File: config.mk
export PLATFORM = sky130hd
export DESIGN_NAME = pcler8_seq_ctrl_flat
export DESIGN_NICKNAME = d
export VERILOG_FILES = /design/src/rtl/pcler8_pkg.sv /design/src/rtl/pcler8_seq_ctrl_if.sv /design/src/rtl/pcler8_next.sv /design/src/rtl/pcler8_seq_ctrl.sv /design/src/flat_wrapper.sv
export SDC_FILE = /design/constraint.sdc
export NUM_CORES = 1
export LEC_CHECK = 0
export BUFFER_PORTS_ARGS = -buffer_cell sky130_fd_sc_hd__buf_2
export CORE_MARGIN = 4
export CORE_UTILIZATION = 49
export DETAILED_ROUTE_END_ITERATION = 6
export PLACE_DENSITY = 0.87
export SLEW_MARGIN = 20
export SYNTH_ARGS = -nofsm -noshare
export SYNTH_HDL_FRONTEND = slang
export SYNTH_SLANG_ARGS = --single-unit
File: constraint.sdc
create_clock -name clk -period 1.7 [get_ports clk]
set_input_delay 0.085 -clock clk [delete_from_list [all_inputs] [get_ports clk]]
set_output_delay 0.085 -clock clk [all_outputs]
set_load 0.01 [all_outputs]
File: src/rtl/pcler8_pkg.sv
// Shared types and constants for the 8-bit sequenced up-counter controller.
// Latency: n/a (types and constants only).
// Backpressure: n/a.
package pcler8_pkg;

    // Counter width is fixed by the datapath; prescaler width sets the
    // storage layout of the latched configuration.
    localparam int CNT_W = 8;
    localparam int PRE_W = 4;

    // Terminal count: stepping from this value reloads and raises carry.
    localparam logic [CNT_W-1:0] TC_VAL = 8'hFF;

    typedef enum logic [1:0] {
        IDLE = 2'd0,
        LOAD = 2'd1,
        RUN  = 2'd2,
        DONE = 2'd3
    } state_t;

    typedef struct packed {
        logic [CNT_W-1:0] start;
        logic [CNT_W-1:0] reload;
        logic             mode;      // 0 = one-shot, 1 = auto-reload
        logic [PRE_W-1:0] prescale;  // step every prescale+1 enabled cycles
    } cfg_t;

endpackage

File: src/rtl/pcler8_seq_ctrl_if.sv
// Configuration handshake, run control and counter status bundle.
// Latency: n/a (wires only).
// Backpressure: cfg_valid is held by the master until it sees cfg_ready.
// Ports: master drives cfg_*, run_en, abort; slave (controller) drives
//        cfg_ready, cnt_out, tc_pulse, busy, done.
interface pcler8_seq_ctrl_if #(
    parameter int PRE_W = pcler8_pkg::PRE_W
);
    logic             cfg_valid;
    logic             cfg_ready;
    logic [7:0]       cfg_start;
    logic [7:0]       cfg_reload;
    logic             cfg_mode;
    logic [PRE_W-1:0] cfg_prescale;
    logic             run_en;
    logic             abort;
    logic [7:0]       cnt_out;
    logic             tc_pulse;
    logic             busy;
    logic             done;

    modport master (
        output cfg_valid, cfg_start, cfg_reload, cfg_mode, cfg_prescale,
        output run_en, abort,
        input  cfg_ready, cnt_out, tc_pulse, busy, done
    );

    modport slave (
        input  cfg_valid, cfg_start, cfg_reload, cfg_mode, cfg_prescale,
        input  run_en, abort,
        output cfg_ready, cnt_out, tc_pulse, busy, done
    );
endinterface

File: src/rtl/pcler8_next.sv
// Next-count function of the loadable up-counter datapath (load > inhibit > count).
// Latency: combinational.
// Backpressure: none; i_inhibit freezes the count.
// Ports: i_cnt current value, i_din load value, i_reload wrap value,
//        i_load/i_cnt_en/i_inhibit controls; o_next_cnt, o_carry (wrap this cycle).
module pcler8_next
    import pcler8_pkg::*;
(
    input  logic [CNT_W-1:0] i_cnt,
    input  logic [CNT_W-1:0] i_din,
    input  logic [CNT_W-1:0] i_reload,
    input  logic             i_load,
    input  logic             i_cnt_en,
    input  logic             i_inhibit,
    output logic [CNT_W-1:0] o_next_cnt,
    output logic             o_carry
);
    logic w_count;

    always_comb begin
        w_count    = i_cnt_en & ~i_inhibit;
        o_carry    = w_count & (i_cnt == TC_VAL);
        o_next_cnt = i_cnt;
        if (i_load) begin
            o_next_cnt = i_din;
        end else if (w_count) begin
            o_next_cnt = (i_cnt == TC_VAL) ? i_reload : i_cnt + 8'd1;
        end
    end
endmodule

File: src/rtl/pcler8_seq_ctrl.sv
// Sequencing controller: config handshake, prescaler and one-shot/auto-reload FSM.
// Latency: accept -> LOAD (1 cycle) -> RUN; tc_pulse is registered, coincident with cnt_out == reload.
// Backpressure: cfg_ready only in IDLE/DONE; run_en=0 freezes counter and prescaler.
// Ports: clk, rst (sync, active-high); bus (slave modport) carries the config
//        handshake, run_en/abort controls and cnt_out/tc_pulse/busy/done status.
module pcler8_seq_ctrl
    import pcler8_pkg::*;
#(
    parameter int CNT_W = 8,
    parameter int PRE_W = pcler8_pkg::PRE_W
) (
    input  logic              clk,
    input  logic              rst,
    pcler8_seq_ctrl_if.slave  bus
);
    // The datapath is 8 bits and the config struct layout comes from the package.
    if (CNT_W != 8 || PRE_W != pcler8_pkg::PRE_W) begin : g_param_chk
        $error("pcler8_seq_ctrl: CNT_W must be 8 and PRE_W must match pcler8_pkg::PRE_W");
    end

    state_t           r_state;
    state_t           w_state_nxt;
    cfg_t             r_cfg;
    logic [7:0]       r_cnt;
    logic [PRE_W-1:0] r_pre;
    logic             r_tc;

    logic             w_rdy;
    logic             w_run;
    logic             w_accept;
    logic             w_pre_hit;
    logic             w_step;
    logic             w_load;
    logic             w_inhibit;
    logic [7:0]       w_next_cnt;
    logic             w_carry;

    assign w_rdy     = (r_state == IDLE) || (r_state == DONE);
    assign w_run     = (r_state == RUN);
    // Abort in DONE beats a simultaneous config; in IDLE abort is a no-op.
    assign w_accept  = bus.cfg_valid & w_rdy & ~(bus.abort & (r_state == DONE));
    assign w_pre_hit = (r_pre == r_cfg.prescale);
    // Abort discards a step landing in the same cycle, so no wrap or pulse.
    assign w_step    = w_run & bus.run_en & w_pre_hit & ~bus.abort;
    assign w_load    = (r_state == LOAD) & ~bus.abort;
    assign w_inhibit = ~w_run | ~bus.run_en;

    pcler8_next u_next (
        .i_cnt      (r_cnt),
        .i_din      (r_cfg.start),
        .i_reload   (r_cfg.reload),
        .i_load     (w_load),
        .i_cnt_en   (w_step),
        .i_inhibit  (w_inhibit),
        .o_next_cnt (w_next_cnt),
        .o_carry    (w_carry)
    );

    always_comb begin
        w_state_nxt = r_state;
        case (r_state)
            IDLE: if (w_accept) w_state_nxt = LOAD;
            LOAD: w_state_nxt = bus.abort ? IDLE : RUN;
            RUN: begin
                if (bus.abort)                  w_state_nxt = IDLE;
                else if (w_carry && !r_cfg.mode) w_state_nxt = DONE;
            end
            DONE: begin
                if (bus.abort)     w_state_nxt = IDLE;
                else if (w_accept) w_state_nxt = LOAD;
            end
            default: w_state_nxt = IDLE;
        endcase
    end

    always_ff @(posedge clk) begin
        if (rst) begin
            r_state <= IDLE;
            r_cfg   <= '0;
            r_cnt   <= '0;
            r_pre   <= '0;
            r_tc    <= 1'b0;
        end else begin
            r_state <= w_state_nxt;
            r_cnt   <= w_next_cnt;
            r_tc    <= w_carry;
            if (w_accept) begin
                r_cfg <= '{start:    bus.cfg_start,
                           reload:   bus.cfg_reload,
                           mode:     bus.cfg_mode,
                           prescale: bus.cfg_prescale};
            end
            // Prescaler phase restarts with each load and survives pauses.
            if (w_load) begin
                r_pre <= '0;
            end else if (w_run && bus.run_en && !bus.abort) begin
                r_pre <= w_pre_hit ? '0 : r_pre + PRE_W'(1);
            end
        end
    end

    assign bus.cfg_ready = w_rdy;
    assign bus.cnt_out   = r_cnt;
    assign bus.tc_pulse  = r_tc;
    assign bus.busy      = (r_state == LOAD) || (r_state == RUN);
    assign bus.done      = (r_state == DONE);
endmodule
File: src/flat_wrapper.sv
// flat-port wrapper written by rule: the top's interface ports become plain ports
module pcler8_seq_ctrl_flat import pcler8_pkg::*;
#(
    parameter int CNT_W = 8,
    parameter int PRE_W = pcler8_pkg::PRE_W
)
  (clk, rst, bus_cfg_valid, bus_cfg_start, bus_cfg_reload, bus_cfg_mode, bus_cfg_prescale, bus_run_en, bus_abort, bus_cfg_ready, bus_cnt_out, bus_tc_pulse, bus_busy, bus_done);
  pcler8_seq_ctrl_if #(.PRE_W(PRE_W)) bus_i ();
  input  logic clk;
  input  logic rst;
  input wire logic [$bits(bus_i.cfg_valid)-1:0] bus_cfg_valid;
  input wire logic [$bits(bus_i.cfg_start)-1:0] bus_cfg_start;
  input wire logic [$bits(bus_i.cfg_reload)-1:0] bus_cfg_reload;
  input wire logic [$bits(bus_i.cfg_mode)-1:0] bus_cfg_mode;
  input wire logic [$bits(bus_i.cfg_prescale)-1:0] bus_cfg_prescale;
  input wire logic [$bits(bus_i.run_en)-1:0] bus_run_en;
  input wire logic [$bits(bus_i.abort)-1:0] bus_abort;
  output wire logic [$bits(bus_i.cfg_ready)-1:0] bus_cfg_ready;
  output wire logic [$bits(bus_i.cnt_out)-1:0] bus_cnt_out;
  output wire logic [$bits(bus_i.tc_pulse)-1:0] bus_tc_pulse;
  output wire logic [$bits(bus_i.busy)-1:0] bus_busy;
  output wire logic [$bits(bus_i.done)-1:0] bus_done;
  assign bus_i.cfg_valid = bus_cfg_valid;
  assign bus_i.cfg_start = bus_cfg_start;
  assign bus_i.cfg_reload = bus_cfg_reload;
  assign bus_i.cfg_mode = bus_cfg_mode;
  assign bus_i.cfg_prescale = bus_cfg_prescale;
  assign bus_i.run_en = bus_run_en;
  assign bus_i.abort = bus_abort;
  assign bus_cfg_ready = bus_i.cfg_ready;
  assign bus_cnt_out = bus_i.cnt_out;
  assign bus_tc_pulse = bus_i.tc_pulse;
  assign bus_busy = bus_i.busy;
  assign bus_done = bus_i.done;
  pcler8_seq_ctrl #(.CNT_W(CNT_W), .PRE_W(PRE_W)) u_core (.clk(clk), .rst(rst), .bus(bus_i));
endmodule
==> results.md <==
* Setup crit start kind: register
* Root Buffer: clkbuf_8
* Seq/Total Area, Yosys at 38.3%
* DP Wirelength at 3450 um
* Yosys warnings at 0
* CTS tree: built
* Final Max Slew Viols at 0
* Clk pwr share at 30.0%
* Fmax at 605 MHz
* # DRC at 0
* Nature of the critical path endpoint: register
* Core Region at 0.00369 mm2
* Outcome: complete, no violations
* WP buf/inv at 2
* Fraction of registers with async set/reset at 0%
* Syn Nets at 262
* Placement Cell Area at 0.00217 mm2
* Max cap viols at 0
* Fin. Hold Viols at 0
* Number of global-route vias before repair at 1669
* Worst EP arrival at 1.85 ns
* Kind of cell adding the most delay to the critical path: simple AND/OR/NAND/NOR gates
* Worst-Skew Late Latency at 0.29 ns
* Tot GR Track Use at 19.3%
* Detailed Route WL at 5010 um
* Hold Crit Class: in2reg
* Slew @ Worst Pin at 0.403 ns
* Clk sink count at 36
* Largest net degree at the start of global routing at 27
* DR vias at 1915
* Gate power share at 19.6%
* Leakage power at 0.000951 uW
* Fin util at 64.9%
* Die height at 69.9 um
* Post-Place Worst Slack at -0.0393 ns
* Die ar. at 0.00489 mm2
* WL/cell at 15.3 um
* Post-Syn Area at 0.00188 mm2
* Clock-pin transition on the worst setup and hold timing paths at 0.07 ns
* Number of synthesized flops with an enable pin at 0
* Slew Limit Headroom at 72.5%
* Post-layout instance area at 0.00239 mm2
* First-pass GRT wire length at 7670 um
* Final period utilization at 97.3%
* Maximum vdd ir drop at 0.553 mV
* Count of cell types in the netlist at 44
* Final nets at 311
* Crit-path slowest cell: or3_4
* Area of the multi-input gates at 0.00117 mm2
* CP Max Fanout at 3
* Final setup fails at 0
* Int Power at 1330 uW
* Die W at 69.9 um
* Total CTS buffers at 5
* Net Switching at 549 uW
* Critical Path, Cell by Cell: inv_4 > ha_4 > nand3b_1 > buf_4 > or3_4 > a2111oi_4
* I/O Buffers at 37
* Setup repair after global routing missed its margin: true
* Pre-Repair DR Iteration Count at 4
* Initial antenna violation count at 0
* Most common cell after layout, fill and taps aside: nand2_1
* Synth-to-layout area growth at 27.3%
* Synth Flop Type: dfxtp_1
* Switching share of power at 29.2%
* Layout cell share with drive strength beyond 1 at 32.6%
* Fin worst setup slack at 0.0462 ns
* Storage cell area at 734 um2
* Synth Area per Inst at 8.17 um2
* Overall power at 1880 uW
* CP Data Required Time at 1.90 ns
* Remaining global-route overflow at 0
* Max stage delay on crit path at 0.37 ns
* Filler Cell Count at 323
* Gate Count Post-Synth at 230
* Starting Density at 50.9%
* # rows at 22
* Clock Skew at 0.00543 ns
* Number of antenna repair diodes at 0
* # IOs at 38
* Sequential power share at 50.4%
* Post-synthesis register bit count at 36
* Min Tclk post-route at 1.65 ns
* Initial DRC Count at 136
* Vias per inst at 5.86
* CTS H-Tree Depth at 2
* Max Root-Sink Buffers at 2
* Critical path class: reg2reg
* Pwr Density at 787 mW/mm2
* Antenna viol nets, final at 0
* RD Place Congestion at 0.898
* Most frequent cells in the layout: nand2_1, buf_2, dfxtp_1, a21oi_1, buf_4
-- cell type report --
class                      instances  share of cell area [%]
inverter                           5                   0.889
clock inverter                     1                   0.209
sequential                        36                    30.7
clock buffer                       6                    3.03
tap                               48                    2.51
multi-input combinational        176                    49.1
timing repair buffer              55                    13.5
-- through the flow --
step / hold slack, ns / TNS, ns / instances
5_1_grt: 0.0330 / -0.0968 / 327
4_1_cts: 0.0230 / 0 / 323
6_report: 0.0284 / 0 / 327
2_1_floorplan: 0.221 / 0 / 230
3_3_place_gp: 0.325 / 0 / 315
3_5_place_dp: 0.331 / -0.0763 / 315
-- worst reg2reg max path, stage by stage (launching register included) --
cell and delay, ns:
dfxtp_4 0.36, inv_4 0.06, ha_4 0.13, nand3b_1 0.14
buf_4 0.17, or3_4 0.37, a2111oi_4 0.33
-- worst paths after layout --
check	depth (start not counted)	to	from	slack, ns
worst max-delay path	6	u_core.bus.cnt_out[6]$_SDFFE_PP0P_	u_core.r_state[0]$_SDFFE_PP0P_	0.05
worst min-delay path	3	u_core.r_cfg[17]$_SDFFE_PP0P_	bus_cfg_start[4]	0.03
worst max register to register	6	u_core.bus.cnt_out[6]$_SDFFE_PP0P_	u_core.r_state[0]$_SDFFE_PP0P_	0.05
worst min register to register	2	u_core.r_cfg[8]$_SDFFE_PP0P_	u_core.r_cfg[8]$_SDFFE_PP0P_	0.46
-- kinds of logic (layout without fill, tap and decap cells) --
logic type / after synthesis / count (layout) / share of synthesized area (%)
simple gates: 110 / 110 / 29.2
mux: 2 / 2 / 1.07
fa+ha+maj: 6 / 6 / 3.99
xor+xnor: 8 / 8 / 5.33
flops: 36 / 36 / 38.3
compound gates: 50 / 50 / 18.2
buf+inv: 18 / 67 / 3.93
-- synth_stat cells (all sizes together), types with 5 or more instances --
library cell	count	share of area (%)
clkbuf	8	1.6
nor3	6	1.6
nor2	15	3.0
xnor2	6	4.4
nand3	8	2.1
a2111oi	5	3.1
inv	5	1.0
dfxtp	36	38
nand2	50	10
and3	5	1.7
nand2b	5	1.7
a21oi	26	6.9
ha	6	4.0
buf	5	1.3
-- power by group through the flow --
stage / logic, uW / registers, uW / clock network [uW]
floorplan: 218 / 960 / 0
global placement: 325 / 959 / 0
detailed placement: 333 / 961 / 0
CTS: 336 / 943 / 578
global route: 410 / 953 / 605
finish: 368 / 948 / 565
-- flip-flops by register name, indices dropped and copies added (netlist names) --
| name | count |
|---|---|
| u_core.bus.cnt_out | 8 |
| u_core.bus.tc_pulse | 1 |
| u_core.r_state | 2 |
| u_core.r_pre | 4 |
| u_core.r_cfg | 21 |
-- what timing repair did --
action / 4_1_cts / 5_1_grt
buffers inserted: 1 / 4
hold endpoints to repair: 0 / 0
hold buffers: 0 / 0
pin swaps: 1 / 8
resized for setup: 3 / 25
endpoints found under the setup margin: 5 / 30
gates cloned: 0 / 0
-- metal layers --
layer	global-route usage, %	up-vias	routed length, um
met4	6.60	0	79
li1	-	923	-
met3	5.76	11	429
met5	0	-	0
met1	25.0	900	2030
met2	30.6	81	2470
No activity file was read; power rests on OpenSTA's default activity.
